==> config.mk <==
export PLATFORM = sky130hd
export DESIGN_NAME = sync_arith_unit_mc
export DESIGN_NICKNAME = d
export VERILOG_FILES = /design/src/rtl/sync_arith_pkg.sv /design/src/rtl/sync_arith_iter_core.sv /design/src/rtl/sync_arith_unit_mc.sv
export SDC_FILE = /design/constraint.sdc
export NUM_CORES = 1
export LEC_CHECK = 0
export BUFFER_PORTS_ARGS = -buffer_cell sky130_fd_sc_hd__buf_2
export CAP_MARGIN = 30
export CORE_AREA = 3 3 218 220
export CTS_BUF_LIST = sky130_fd_sc_hd__clkbuf_4 sky130_fd_sc_hd__clkbuf_8
export CTS_CLUSTER_SIZE = 40
export DETAILED_ROUTE_END_ITERATION = 6
export DIE_AREA = 0 0 221 223
export PLACE_DENSITY_LB_ADDON = 0.05
export SYNTH_ARGS = -nofsm -noshare
export SYNTH_HDL_FRONTEND = slang
export SYNTH_HIERARCHICAL = 1
export SYNTH_SLANG_ARGS = --single-unit
==> constraint.sdc <==
create_clock -name clk -period 6.05 [get_ports clk]
set_clock_uncertainty 0.05 [all_clocks]
set_input_delay 1.21 -clock clk [delete_from_list [all_inputs] [get_ports clk]]
set_output_delay 1.21 -clock clk [all_outputs]
set_load 0.005 [all_outputs]
==> src/rtl/sync_arith_pkg.sv <==
// sync_arith_pkg: opcode, FSM state and status-flag definitions shared by the arithmetic unit
// Exports op_e (4-bit opcode), state_e (IDLE/BUSY), ST_* status bit indices and pack_status().
package sync_arith_pkg;
  typedef enum logic [3:0] {
    OP_ADD = 4'd0, OP_SUB = 4'd1, OP_AND = 4'd2, OP_OR = 4'd3, OP_XOR = 4'd4,
    OP_SHL = 4'd5, OP_SHR = 4'd6, OP_MUL = 4'd7, OP_DIV = 4'd8, OP_REM = 4'd9
  } op_e;
  typedef enum logic {IDLE, BUSY} state_e;
  localparam int ST_Z = 0;
  localparam int ST_C = 1;
  localparam int ST_V = 2;
  localparam int ST_E = 3;
  function automatic logic [3:0] pack_status(input logic z, input logic c, input logic v, input logic e);
    logic [3:0] s;
    s = '0;
    s[ST_Z] = z;
    s[ST_C] = c;
    s[ST_V] = v;
    s[ST_E] = e;
    return s;
  endfunction
endpackage

==> src/rtl/sync_arith_iter_core.sv <==
// sync_arith_iter_core: one-bit-per-cycle shift-add multiplier and restoring divider
// Ports: clk, i_reset (async active-low), start_i loads operands, step_i runs one iteration,
// op_i selects MUL/DIV/REM, a_i/b_i operands; done_o marks the final step, result_o is the
// value produced by that step, hi_o flags a nonzero upper product half. Divider only with SYNC_ARITH_DIV_EN.
module sync_arith_iter_core
  import sync_arith_pkg::*;
#(
  parameter int M = 32
) (
  input  logic         clk,
  input  logic         i_reset,
  input  logic         start_i,
  input  logic         step_i,
  input  logic [3:0]   op_i,
  input  logic [M-1:0] a_i,
  input  logic [M-1:0] b_i,
  output logic         done_o,
  output logic [M-1:0] result_o,
  output logic         hi_o
);
  localparam int CW = $clog2(M);
  logic [M-1:0] acc_q, acc_d, lo_q, lo_d, b_q;
  logic [CW-1:0] cnt_q;
  logic mul_q;
  logic [M:0] sum;
  assign sum = {1'b0, acc_q} + (lo_q[0] ? {1'b0, b_q} : '0);
`ifdef SYNC_ARITH_DIV_EN
  logic rem_q;
  logic [M:0] shd, diff;
  assign shd = {acc_q, lo_q[M-1]};
  assign diff = shd - {1'b0, b_q};
  // multiply shifts the product right through acc:lo; divide shifts the dividend left into acc
  assign acc_d = mul_q ? sum[M:1] : (diff[M] ? shd[M-1:0] : diff[M-1:0]);
  assign lo_d = mul_q ? {sum[0], lo_q[M-1:1]} : {lo_q[M-2:0], ~diff[M]};
  assign result_o = rem_q ? acc_d : lo_d;
`else
  assign acc_d = sum[M:1];
  assign lo_d = {sum[0], lo_q[M-1:1]};
  assign result_o = lo_d;
`endif
  assign done_o = step_i && cnt_q == CW'(M - 1);
  assign hi_o = mul_q && |acc_d;
  always_ff @(posedge clk or negedge i_reset) begin
    if (!i_reset) begin
      acc_q <= '0;
      lo_q <= '0;
      b_q <= '0;
      cnt_q <= '0;
      mul_q <= 1'b0;
`ifdef SYNC_ARITH_DIV_EN
      rem_q <= 1'b0;
`endif
    end else if (start_i) begin
      acc_q <= '0;
      lo_q <= a_i;
      b_q <= b_i;
      cnt_q <= '0;
      mul_q <= op_i == OP_MUL;
`ifdef SYNC_ARITH_DIV_EN
      rem_q <= op_i == OP_REM;
`endif
    end else if (step_i) begin
      acc_q <= acc_d;
      lo_q <= lo_d;
      cnt_q <= cnt_q + 1'b1;
    end
  end
endmodule

==> src/rtl/sync_arith_unit_mc.sv <==
// sync_arith_unit_mc: multi-cycle arithmetic unit with single-cycle ALU ops and iterative MUL/DIV/REM
// Ports: clk, i_reset (async active-low), iarg_A/iarg_B operands, iop opcode, i_valid request,
// i_abort cancels a BUSY op; o_ready (IDLE), o_valid result pulse, o_result, o_status {E,V,C,Z}.
// Macro SYNC_ARITH_DIV_EN enables DIV/REM; otherwise opcodes 8/9 report an error.
module sync_arith_unit_mc
  import sync_arith_pkg::*;
#(
  parameter int M = 32
) (
  input  logic         clk,
  input  logic         i_reset,
  input  logic [M-1:0] iarg_A,
  input  logic [M-1:0] iarg_B,
  input  logic [3:0]   iop,
  input  logic         i_valid,
  input  logic         i_abort,
  output logic         o_ready,
  output logic         o_valid,
  output logic [M-1:0] o_result,
  output logic [3:0]   o_status
);
  localparam int LW = $clog2(M);
  state_e state_q, state_d;
  logic [M-1:0] result_q, result_d, alu_r, iter_res;
  logic [3:0] status_q, status_d;
  logic valid_q, valid_d, accept, div_op, iter_start, iter_done, iter_hi;
  logic alu_c, alu_v, alu_e;
  logic [M:0] add_w, sub_w, shl_w;
  logic [LW-1:0] sh;
  op_e op;
  assign op = op_e'(iop);
  assign sh = iarg_B[LW-1:0];
`ifdef SYNC_ARITH_DIV_EN
  assign div_op = op == OP_DIV || op == OP_REM;
`else
  assign div_op = 1'b0;
`endif
  assign accept = i_valid && state_q == IDLE;
  // a zero divisor never starts the divider; it falls through to the single-cycle error path
  assign iter_start = accept && (op == OP_MUL || (div_op && iarg_B != '0));
  assign add_w = {1'b0, iarg_A} + {1'b0, iarg_B};
  assign sub_w = {1'b0, iarg_A} - {1'b0, iarg_B};
  assign shl_w = {1'b0, iarg_A} << sh;
  always_comb begin
    alu_r = '1;
    alu_c = 1'b0;
    alu_v = 1'b0;
    alu_e = 1'b0;
    case (op)
      OP_ADD: begin
        alu_r = add_w[M-1:0];
        alu_c = add_w[M];
        alu_v = iarg_A[M-1] == iarg_B[M-1] && add_w[M-1] != iarg_A[M-1];
      end
      OP_SUB: begin
        alu_r = sub_w[M-1:0];
        alu_c = sub_w[M];
        alu_v = iarg_A[M-1] != iarg_B[M-1] && sub_w[M-1] != iarg_A[M-1];
      end
      OP_AND: alu_r = iarg_A & iarg_B;
      OP_OR:  alu_r = iarg_A | iarg_B;
      OP_XOR: alu_r = iarg_A ^ iarg_B;
      OP_SHL: begin
        alu_r = shl_w[M-1:0];
        alu_c = shl_w[M];
      end
      OP_SHR: alu_r = iarg_A >> sh;
      default: alu_e = 1'b1;
    endcase
  end
  sync_arith_iter_core #(.M(M)) u_core (
    .clk(clk),
    .i_reset(i_reset),
    .start_i(iter_start),
    .step_i(state_q == BUSY && !i_abort),
    .op_i(iop),
    .a_i(iarg_A),
    .b_i(iarg_B),
    .done_o(iter_done),
    .result_o(iter_res),
    .hi_o(iter_hi)
  );
  always_comb begin
    state_d = state_q;
    result_d = result_q;
    status_d = status_q;
    valid_d = 1'b0;
    if (state_q == IDLE) begin
      if (iter_start) begin
        state_d = BUSY;
      end else if (accept) begin
        valid_d = 1'b1;
        result_d = alu_r;
        status_d = pack_status(alu_r == '0, alu_c, alu_v, alu_e);
      end
    end else if (i_abort) begin
      state_d = IDLE;
    end else if (iter_done) begin
      state_d = IDLE;
      valid_d = 1'b1;
      result_d = iter_res;
      status_d = pack_status(iter_res == '0, 1'b0, iter_hi, 1'b0);
    end
  end
  always_ff @(posedge clk or negedge i_reset) begin
    if (!i_reset) begin
      state_q <= IDLE;
      result_q <= '0;
      status_q <= '0;
      valid_q <= 1'b0;
    end else begin
      state_q <= state_d;
      result_q <= result_d;
      status_q <= status_d;
      valid_q <= valid_d;
    end
  end
  assign o_ready = state_q == IDLE;
  assign o_valid = valid_q;
  assign o_result = result_q;
  assign o_status = status_q;
endmodule

==> run metrics <==
status finished, final reports clean; routed len/inst approximately 30 microns; initial antenna violation count 2; Initial Util around two fifths; ys async rst share 100%; total clock sinks 140; post-synth top area share between 10% and 20%; design area 0.0196 sq mm; Unique masters post-synth approximately 100; vias in the first global route roughly 18,000; DIE HEIGHT roughly 220 microns; combinational family with the most area after synthesis compound AO/OA/AOI/OAI gates; n_diodes 0; worst r2r src u_core/lo_q[0]; Post-CTS Resized 0; multiplexer area fraction after synthesis 15.5%; Power per Cell Area about 230 mW/mm^2; sequential-to-total area share from yosys stat just under 20%; Mapped Area 0.0182 sq mm; detailed-route via count between 15,000 and 20,000; leading cell type in the layout, fill and taps excluded nand2_1; most frequent cells in the layout nand2_1 (214), nor2_1 (213), a21oi_1 (186); CP Data Arrival Time 6.00 ns; Yosys warning count 6; Hold Buf Count CTS 0; area leader, netlist dfrtp_1; fill count 4,752; largest net degree at the start of global routing 127; routed vias/inst 6.56; root buf cell clkbuf_8; final hold violations 0; Most used DFF post-synth dfrtp_1; Setup crit end kind flip-flop; Critical Path RT approximately 6.4 ns; # DRC 0; drt total wl ~86 mm; Highest Clock Rate 178 MHz; placed inst area 0.0192 sq mm; aggregate global routing overflow 0; DP Wirelength 67.3 mm; Synth area leaders dfrtp_1 (19%), ha_1 (9.6%), mux4_2 (6.2%); Clock Tree Buf Depth 2; relative slew slack 30.9%; Reg2Reg Capture Point o_status[2]; post-synth net total 2,501; global-route wire length before repair 126 mm; total setup buffers inserted after CTS 0; total power 4.46 mW; Clk pin slew, worst setup/hold paths 0.10 ns; Setup TNS Final 0 ns; WS Path Type in2reg; crit start category input port; Synth Area in Compound Gates between 20% and 30%; CTS tree built; Max IR drop VDD 231 uV; worst reg2reg setup slack 1.34 ns; Syn Inst Count 2,286; Area Growth Syn to Fin 7.77%; ANT nets after route 0; H-tree depth 4; IO Pins 110; GRT Total Usage 33.9%; # setup viols final 0; routability cong. approximately 1.1; Slew Viols, Final 0; std cell rows 78; Post-Synth Adder-Cell Area about a tenth; Die W 221 microns; die area 0.0493 sq mm; Max-cap violations 0; crit path time final 5.62 ns; cells on worst reg2reg path 14; period utilisation layout 92.8%; actual slew at the worst max-slew pin 1.03 ns; port bufs 109; unrepaired setup endpoints after global routing false; core region area 0.0455 sq mm; HP Start o_result[26]; DRT iter0 DRCs about 2,500; Worst Hold Class reg2reg; Hold EP o_result[26]; WHS Path Cells 1; Seq cells post-synth 140; Pleak about 8.3 nW; first drt pass iteration count 6; Post-synth EDFFs 0; Avg Cell Area, Syn roughly 8 sq um; Final #Nets 2,514; share of layout cells above drive strength 1 15.8%; TritonCTS Buffers 17; final worst-path setup slack 0.433 ns; pre-CTS setup slack approximately 0.038 ns; simple-gate share of the synthesized area 20.0%; fraction of synthesized cell area in xor and xnor cells 1.78%; critical-path maximum fanout 13; Clock Latency Late Sink 0.47 ns
-- sequential cells by signal, summed over array words and instances, names as in the netlist --
name / cells
o_result: 32
u_core/acc_q: 32
u_core/b_q: 32
u_core/lo_q: 32
u_core/cnt_q: 5
o_status: 4
o_valid: 1
state_q: 1
u_core/mul_q: 1
-- per-layer routing --
layer,part of all wire [%],vias to the layer above,GRT usage [%]
li1,-,8444,-
met3,8.4,222,5.97
met5,0.015,-,0
met2,43,1084,51.3
met1,43,9352,46.8
met4,5.8,2,16.3
-- cells by family after synthesis --
| logic type | after synthesis |
|---|---|
| flip-flops | 140 |
| adder cells (fa/ha/maj) | 143 |
| AO/OA/AOI/OAI | 697 |
| AND/OR/NAND/NOR | 753 |
| buffers and inverters | 307 |
| XOR/XNOR | 37 |
| multiplexers | 209 |
-- power by group --
group | internal, mW | total [mW] | switching (mW)
combinational | 0.826 | 2.26 | 1.44
clock | 0.386 | 0.809 | 0.424
sequential | 1.17 | 1.38 | 0.210
-- worst max path at each step --
stage          startpoint          end  slack, ns
6_report       iarg_A[18]  o_status[0]       0.43
5_1_grt        iarg_A[18]  o_status[0]       0.22
4_1_cts        iarg_A[18]  o_status[0]       0.55
3_5_place_dp   iarg_A[18]  o_status[0]       0.04
3_3_place_gp   iarg_A[18]  o_status[0]      -0.01
2_1_floorplan   iarg_B[2]  o_status[0]       1.15
-- per-stage QoR --
| stage | cells | hold slack (ns) | util, % |
|---|---|---|---|
| 2_1_floorplan | 2286 | 0.413 | - |
| 3_3_place_gp | 2879 | 0.407 | 42.1 |
| 3_5_place_dp | 2880 | 0.413 | 42.1 |
| 4_1_cts | 2912 | 0.434 | 43.0 |
| 5_1_grt | 2912 | 0.468 | 43.0 |
| 6_report | 2912 | 0.429 | 43.0 |
-- worst max-delay path: stages --
cell       delay [ns]
buf_2            0.24
inv_1            0.13
ha_1             0.59
nor2_1           0.21
a2111oi_2        0.63
o311ai_1         0.20
a2111oi_1        0.69
buf_4            0.26
o21ai_1          0.18
o21ai_0          0.34
a32oi_1          0.14
a2111oi_0        0.55
nand4_1          0.21
nor4_2           0.23
a31o_1           0.18
-- synth_stat cells (19+ instances only) --
library cell    n
a211oi_1       41
a21o_1         29
a21oi_1       187
a31oi_1        21
and2_1         47
buf_1          26
buf_2          20
buf_4          36
clkbuf_1       96
dfrtp_1       140
ha_1          140
inv_1         112
mux2_2         45
mux2i_1       104
mux4_2         50
nand2_1       214
nand2b_1       23
nand3_1        37
nand4_1        27
nor2_1        215
nor2b_1        29
nor3_1         54
nor4_1         26
o211ai_1       31
o21ai_0       148
o31ai_1        19
xnor2_1        26
-- final cells by class --
type / instances / area, sq um / area share [%]
multi-input combinational: 1839 / 13300 / 68.1
sequential: 140 / 3500 / 17.9
timing repair buffer: 181 / 1130 / 5.78
tap: 600 / 751 / 3.84
inverter: 120 / 450 / 2.30
clock buffer: 18 / 248 / 1.27
clock inverter: 14 / 160 / 0.818
Power figures use the tool's default switching activity.
